--- src/rtl/bus_arbiter_pkg.sv ---
// rtl/bus_arbiter_pkg.sv - shared types and constants for the two-master RAM arbiter
package bus_arbiter_pkg;

   typedef enum logic {
      IDLE = 1'b0,
      BUSY = 1'b1
   } arb_state_e;

   typedef logic master_idx_t;

   localparam logic [31:0] TIMEOUT_RDATA = 32'hDEAD_BEEF;

   // Timeout counter width: wide enough for the limit, kept within 8..32 bits
   function automatic int unsigned cnt_width(input int unsigned cycles);
      int unsigned w;
      if (cycles > 32'h7FFF_FFFF) return 32;
      w = $clog2(cycles + 1);
      if (w < 8) w = 8;
      if (w > 32) w = 32;
      return w;
   endfunction

endpackage

--- src/rtl/bus_if.sv ---
// rtl/bus_if.sv - valid/ready request/response bus between masters, arbiter and RAM
interface bus_if #(
   parameter int unsigned ADDR_WIDTH = 32
);
   logic                  valid;
   logic                  ready;
   logic [ADDR_WIDTH-1:0] addr;
   logic [3:0]            wstrb;
   logic [31:0]           write_data;
   logic [31:0]           read_data;

   modport master (output valid, addr, wstrb, write_data, input ready, read_data);
   modport slave  (input valid, addr, wstrb, write_data, output ready, read_data);
endinterface

--- src/rtl/bus_arbiter_rr_pick2.sv ---
// rtl/bus_arbiter_rr_pick2.sv - two-way round-robin chooser; on a tie the master other than last wins
module rr_pick2
   import bus_arbiter_pkg::*;
(
   input  logic [1:0]  req,
   input  master_idx_t last,
   output logic [1:0]  gnt
);

   assign gnt[0] = req[0] & (~req[1] | (last == 1'b1));
   assign gnt[1] = req[1] & (~req[0] | (last == 1'b0));

endmodule

--- src/rtl/bus_arbiter.sv ---
// rtl/bus_arbiter.sv - two-master, one-slave whole-transaction arbiter in front of the block RAM
// Optional forced completion of stalled transactions: define BUS_ARBITER_TIMEOUT_EN.
module bus_arbiter
   import bus_arbiter_pkg::*;
#(
   parameter int unsigned TIMEOUT_CYCLES = 255,
   parameter int unsigned ADDR_WIDTH     = 32
) (
   input  logic        clk_i,
   input  logic        rst_i,
   bus_if.slave        m0_bus,
   bus_if.slave        m1_bus,
   bus_if.master       mem_bus,
   output logic [1:0]  grant_o,
   output logic        timeout_o
);

   arb_state_e            state;
   master_idx_t           last_grant;
   logic [1:0]            pick;
   logic                  busy;
   logic                  done;
   logic                  to_hit;
   logic [ADDR_WIDTH-1:0] sel_addr;
   logic [31:0]           rdata;

   if (TIMEOUT_CYCLES == 0) begin : g_bad_timeout
      $error("bus_arbiter: TIMEOUT_CYCLES must be at least 1");
   end

   rr_pick2 u_pick (
      .req  ({m1_bus.valid, m0_bus.valid}),
      .last (last_grant),
      .gnt  (pick)
   );

`ifdef BUS_ARBITER_TIMEOUT_EN
   localparam int unsigned CNT_W = cnt_width(TIMEOUT_CYCLES);
   logic [CNT_W-1:0] to_cnt;

   // A real ready in the limit cycle takes priority over the forced completion
   assign to_hit = busy && !mem_bus.ready && (to_cnt == CNT_W'(TIMEOUT_CYCLES));
`else
   assign to_hit = 1'b0;
`endif

   assign busy      = (state == BUSY);
   assign done      = busy && (mem_bus.ready || to_hit);
   assign timeout_o = to_hit;

   assign sel_addr           = grant_o[1] ? m1_bus.addr : m0_bus.addr;
   assign mem_bus.valid      = busy;
   assign mem_bus.addr       = sel_addr;
   assign mem_bus.wstrb      = grant_o[1] ? m1_bus.wstrb : m0_bus.wstrb;
   assign mem_bus.write_data = grant_o[1] ? m1_bus.write_data : m0_bus.write_data;

   assign rdata = to_hit ? TIMEOUT_RDATA : mem_bus.read_data;

   assign m0_bus.ready     = done && grant_o[0];
   assign m1_bus.ready     = done && grant_o[1];
   assign m0_bus.read_data = (busy && grant_o[0]) ? rdata : 32'h0;
   assign m1_bus.read_data = (busy && grant_o[1]) ? rdata : 32'h0;

   // Completion always returns to IDLE, giving the RAM its dead cycle before the next grant
   always_ff @(posedge clk_i or posedge rst_i) begin
      if (rst_i) begin
         state      <= IDLE;
         grant_o    <= 2'b00;
         last_grant <= 1'b1;
`ifdef BUS_ARBITER_TIMEOUT_EN
         to_cnt     <= '0;
`endif
      end else begin
         case (state)
            IDLE: begin
               if (pick != 2'b00) begin
                  state      <= BUSY;
                  grant_o    <= pick;
                  last_grant <= pick[1];
`ifdef BUS_ARBITER_TIMEOUT_EN
                  to_cnt     <= '0;
`endif
               end
            end
            BUSY: begin
               if (done) begin
                  state   <= IDLE;
                  grant_o <= 2'b00;
               end
`ifdef BUS_ARBITER_TIMEOUT_EN
               else begin
                  to_cnt <= to_cnt + 1'b1;
               end
`endif
            end
            default: state <= IDLE;
         endcase
      end
   end

endmodule

--- src/flat_wrapper.sv ---
// flat-port wrapper written by rule: the top's interface ports become plain ports
module bus_arbiter_flat import bus_arbiter_pkg::*;
#(
   parameter int unsigned TIMEOUT_CYCLES = 255,
   parameter int unsigned ADDR_WIDTH     = 32
)
  (clk_i, rst_i, grant_o, timeout_o, m0_bus_valid, m0_bus_addr, m0_bus_wstrb, m0_bus_write_data, m0_bus_ready, m0_bus_read_data, m1_bus_valid, m1_bus_addr, m1_bus_wstrb, m1_bus_write_data, m1_bus_ready, m1_bus_read_data, mem_bus_valid, mem_bus_addr, mem_bus_wstrb, mem_bus_write_data, mem_bus_ready, mem_bus_read_data);
  bus_if #(.ADDR_WIDTH(ADDR_WIDTH)) m0_bus_i ();
  bus_if #(.ADDR_WIDTH(ADDR_WIDTH)) m1_bus_i ();
  bus_if #(.ADDR_WIDTH(ADDR_WIDTH)) mem_bus_i ();
  input  logic clk_i;
  input  logic rst_i;
  output logic [1:0] grant_o;
  output logic timeout_o;
  input wire logic [$bits(m0_bus_i.valid)-1:0] m0_bus_valid;
  input wire logic [$bits(m0_bus_i.addr)-1:0] m0_bus_addr;
  input wire logic [$bits(m0_bus_i.wstrb)-1:0] m0_bus_wstrb;
  input wire logic [$bits(m0_bus_i.write_data)-1:0] m0_bus_write_data;
  output wire logic [$bits(m0_bus_i.ready)-1:0] m0_bus_ready;
  output wire logic [$bits(m0_bus_i.read_data)-1:0] m0_bus_read_data;
  input wire logic [$bits(m1_bus_i.valid)-1:0] m1_bus_valid;
  input wire logic [$bits(m1_bus_i.addr)-1:0] m1_bus_addr;
  input wire logic [$bits(m1_bus_i.wstrb)-1:0] m1_bus_wstrb;
  input wire logic [$bits(m1_bus_i.write_data)-1:0] m1_bus_write_data;
  output wire logic [$bits(m1_bus_i.ready)-1:0] m1_bus_ready;
  output wire logic [$bits(m1_bus_i.read_data)-1:0] m1_bus_read_data;
  output wire logic [$bits(mem_bus_i.valid)-1:0] mem_bus_valid;
  output wire logic [$bits(mem_bus_i.addr)-1:0] mem_bus_addr;
  output wire logic [$bits(mem_bus_i.wstrb)-1:0] mem_bus_wstrb;
  output wire logic [$bits(mem_bus_i.write_data)-1:0] mem_bus_write_data;
  input wire logic [$bits(mem_bus_i.ready)-1:0] mem_bus_ready;
  input wire logic [$bits(mem_bus_i.read_data)-1:0] mem_bus_read_data;
  assign m0_bus_i.valid = m0_bus_valid;
  assign m0_bus_i.addr = m0_bus_addr;
  assign m0_bus_i.wstrb = m0_bus_wstrb;
  assign m0_bus_i.write_data = m0_bus_write_data;
  assign m0_bus_ready = m0_bus_i.ready;
  assign m0_bus_read_data = m0_bus_i.read_data;
  assign m1_bus_i.valid = m1_bus_valid;
  assign m1_bus_i.addr = m1_bus_addr;
  assign m1_bus_i.wstrb = m1_bus_wstrb;
  assign m1_bus_i.write_data = m1_bus_write_data;
  assign m1_bus_ready = m1_bus_i.ready;
  assign m1_bus_read_data = m1_bus_i.read_data;
  assign mem_bus_valid = mem_bus_i.valid;
  assign mem_bus_addr = mem_bus_i.addr;
  assign mem_bus_wstrb = mem_bus_i.wstrb;
  assign mem_bus_write_data = mem_bus_i.write_data;
  assign mem_bus_i.ready = mem_bus_ready;
  assign mem_bus_i.read_data = mem_bus_read_data;
  bus_arbiter #(.TIMEOUT_CYCLES(TIMEOUT_CYCLES), .ADDR_WIDTH(ADDR_WIDTH)) u_core (.clk_i(clk_i), .rst_i(rst_i), .m0_bus(m0_bus_i), .m1_bus(m1_bus_i), .mem_bus(mem_bus_i), .grant_o(grant_o), .timeout_o(timeout_o));
endmodule
--- config.mk ---
export PLATFORM = sky130hd
export DESIGN_NAME = bus_arbiter_flat
export DESIGN_NICKNAME = d
export VERILOG_FILES = /design/src/rtl/bus_arbiter_pkg.sv /design/src/rtl/bus_if.sv /design/src/rtl/bus_arbiter_rr_pick2.sv /design/src/rtl/bus_arbiter.sv /design/src/flat_wrapper.sv
export SDC_FILE = /design/constraint.sdc
export NUM_CORES = 1
export LEC_CHECK = 0
export CORE_AREA = 3 3 118 120
export CTS_CLUSTER_DIAMETER = 200
export DETAILED_ROUTE_END_ITERATION = 12
export DIE_AREA = 0 0 121 123
export PLACE_DENSITY = 0.57
export SYNTH_ARGS = -nofsm -noshare
export SYNTH_HDL_FRONTEND = slang
export SYNTH_HIERARCHICAL = 1
export SYNTH_SLANG_ARGS = --single-unit
--- constraint.sdc ---
create_clock -name clk_i -period 2.6 [get_ports clk_i]
set_clock_uncertainty 0.2 [all_clocks]
set_input_delay 0.26 -clock clk_i [delete_from_list [all_inputs] [get_ports clk_i]]
set_output_delay 0.26 -clock clk_i [all_outputs]
set_load 0.01 [all_outputs]
==> summary.md <==
| Metric | Value |
|---|---|
| Largest net degree at the start of global routing | 67 |
| Final Max Tran Viols | 0 |
| FMAX | 419 MHz |
| Max cap viols | 0 |
| CP Data Required Time | 2.14 ns |
| Final Hold Slack | 0.0199 ns |
| Core Area | 13,100 um^2 |
| Synth area leaders | mux2_4, and3_1, mux2_2, dfrtp_1, buf_6 |
| Post-DP Area | 4950 um^2 |
| Vias in the first global route | 2,652 |
| Top cells by count, synth | and3_1, mux2_4, mux2_2 |
| RSZ-0062 raised after global routing | false |
| Finished layout cell area | 5030 um^2 |
| Initial antenna violation count | 0 |
| FFs w/ async S/R, synth | 1.00 |
| Via density | 3.98 |
| Die span in y | 123 um |
| Register area share after synthesis | 0.0605 |
| Synth cell types | 19 |
| Crit-path max cell delay | 0.59 ns |
| Post-synth EDFFs | 0 |
| Outcome | finished clean |
| Remaining global-route overflow | 0 |
| Tmin final | 2.39 ns |
| Final WL | 11,700 um |
| Nets@finish | 648 |
| CTS hold repair buffers | 0 |
| Leak pwr | 2.18 nW |
| Fin cells | 650 |
| Pre-antenna DRT Iters | 4 |
| Total die area | 14,900 um^2 |
| Initial Util | 0.128 |
| # fillers | 1,317 |
| Mapped Nets | 350 |
| Width of the die | 121 um |
| Placement Rows | 42 |
| Worst vdd ir | 316 uV |
| I/O pin count | 311 |
| Synth Flop Type | dfrtp_1 |
| GPL Wtd Cong | 0.817 |
| Synthesis warning total | 6 |
| Ant diodes | 0 |
| CP Cell Sequence | buf_12, mux2_2, clkdlybuf4s50_1 |
| Mapped Cells | 177 |
| Tcrit/Tclk final | 0.918 |
| Cell taking the most area after synthesis | mux2_4 |
| Final antenna-violating net count | 0 |
| Post-Synthesis Cell Area | 1670 um^2 |
| Final WS setup | 0.212 ns |
| Count of final setup violators | 0 |
| Power density over cell area | 615 nW/um^2 |
| Avg Inst Size Synth | 9.46 um^2 |
| Setup Total Neg Slack | 0 ns |
| Placement Setup Slack | 0.416 ns |
| Reg area | 105 um^2 |
| WS Path Type | register to output port |
| Top cell type's share of synthesized area | 0.413 |
| Crit Path Max Fanout | 41 |
| Flops & latches, synth | 4 |
| Count leader, synth | and3_1 |
| Critical Path Start Type | register |
| Clk_lat worst skew | 0.22 ns |
| Clock buffer depth | 2 |
| Area Overhead vs Synth | 200% |
| FF-to-FF setup slack | 1.26 ns |
| Final Util | 0.384 |
| Final hold violation count | 0 |
| CTS tree | yes |
| Pwr Total | 3.09 mW |
| Post-CTS Setup Repair Bufs | 0 |
| Clk pin slew, worst setup/hold paths | 0.03 ns |
| Port Buffers | 309 |
| Detailed-route wire length per cell | 18.0 um |
| DRC Markers | 0 |
| Worst Setup End Kind | output port |
| CP arrival | 1.93 ns |
| Hold WC Path Type | primary input to asynchronous set/reset pin |
| Layout cells sized above 1 | 0.167 |
| Crit path max-delay cell type | dfrtp_4 |
| Global-route wire length before repair | 16,400 um |
| Post-CTS sizing | 0 |
| CTS Buf Count | 3 |
| CTS root buf | clkbuf_16 |
| H-tree levels | 1 |
| Dpl hpwl | 9920 um |
| Via count | 2,588 |
| Placed instance count | 646 |
| Tot GR Track Use | 0.141 |
| CTS Sinks | 4 |
| Initial DRC count | 65 |
| Area occupied by multi-input gates | 1430 um^2 |
cells by family (layout without fill, tap and decap cells):
logic type      after synthesis  count (layout)  synth area share
simple gates                 74              74             0.268
mux                          68              68             0.561
buf+inv                      25             322            0.0874
compound gates                5               5            0.0209
flops                         4               4            0.0605
other cells                   1               1           0.00224
worst paths after layout:
check / start / endpoint / cells after the start
max in group asynchronous: rst_i / u_core/last_grant / 2
hold / removal: rst_i / u_core/grant_o[0] / 2
setup / recovery: u_core/grant_o[1] / mem_bus_addr[3] / 3
hold reg to reg: u_core/last_grant / u_core/last_grant / 2
setup reg to reg: u_core/last_grant / u_core/grant_o[1] / 5
min in group clk_i: u_core/last_grant / u_core/last_grant / 2
cells in the final DEF (no fill, tap or decap):
cell / n
clkbuf_1: 1
mux2_2: 22
nand2b_1: 2
a21oi_1: 1
clkdlybuf4s50_1: 309
dfrtp_1: 2
inv_1: 3
buf_12: 4
a21boi_1: 1
a21boi_0: 1
and3_1: 66
mux2_4: 46
dfrtp_4: 1
o22ai_1: 1
clkbuf_16: 3
conb_1: 1
dfstp_2: 1
nand3_1: 1
o31a_1: 1
nand2_1: 5
buf_4: 2
report_power, final:
| group | internal, mW | switching, mW | leakage [nW] |
|---|---|---|---|
| combinational | 1.67 | 1.01 | 2.09 |
| sequential | 0.0977 | 0.0718 | 0.0458 |
| clock | 0.203 | 0.0436 | 0.0382 |
cell type report:
class / count / area share
multi-input cells: 148 / 0.284
repair buffers: 315 / 0.634
flip-flops and latches: 4 / 0.0209
well taps: 176 / 0.0438
clock buffers: 4 / 0.0157
inverters: 3 / 0.00224
sequential cells by signal, summed over array words and instances (netlist names):
signal and flops:
u_core/grant_o 2, u_core/mem_bus.valid 1, u_core/last_grant 1
per-layer routing:
layer / vias to the layer above / global-route usage / share of wire
met4: 0 / 0.00921 / 0.0023
met3: 2 / 0.0535 / 0.11
met5: - / 0 / 0
met2: 138 / 0.272 / 0.53
li1: 1247 / - / -
met1: 1201 / 0.153 / 0.36
worst max-delay path, delay by kind of cell, from the launching register on:
family | cells | cell delay (ns)
flip-flops | 1 | 0.59
multiplexers | 1 | 0.37
buffers and inverters | 2 | 0.74
Note: power is estimated with default switching activity, not from simulation.
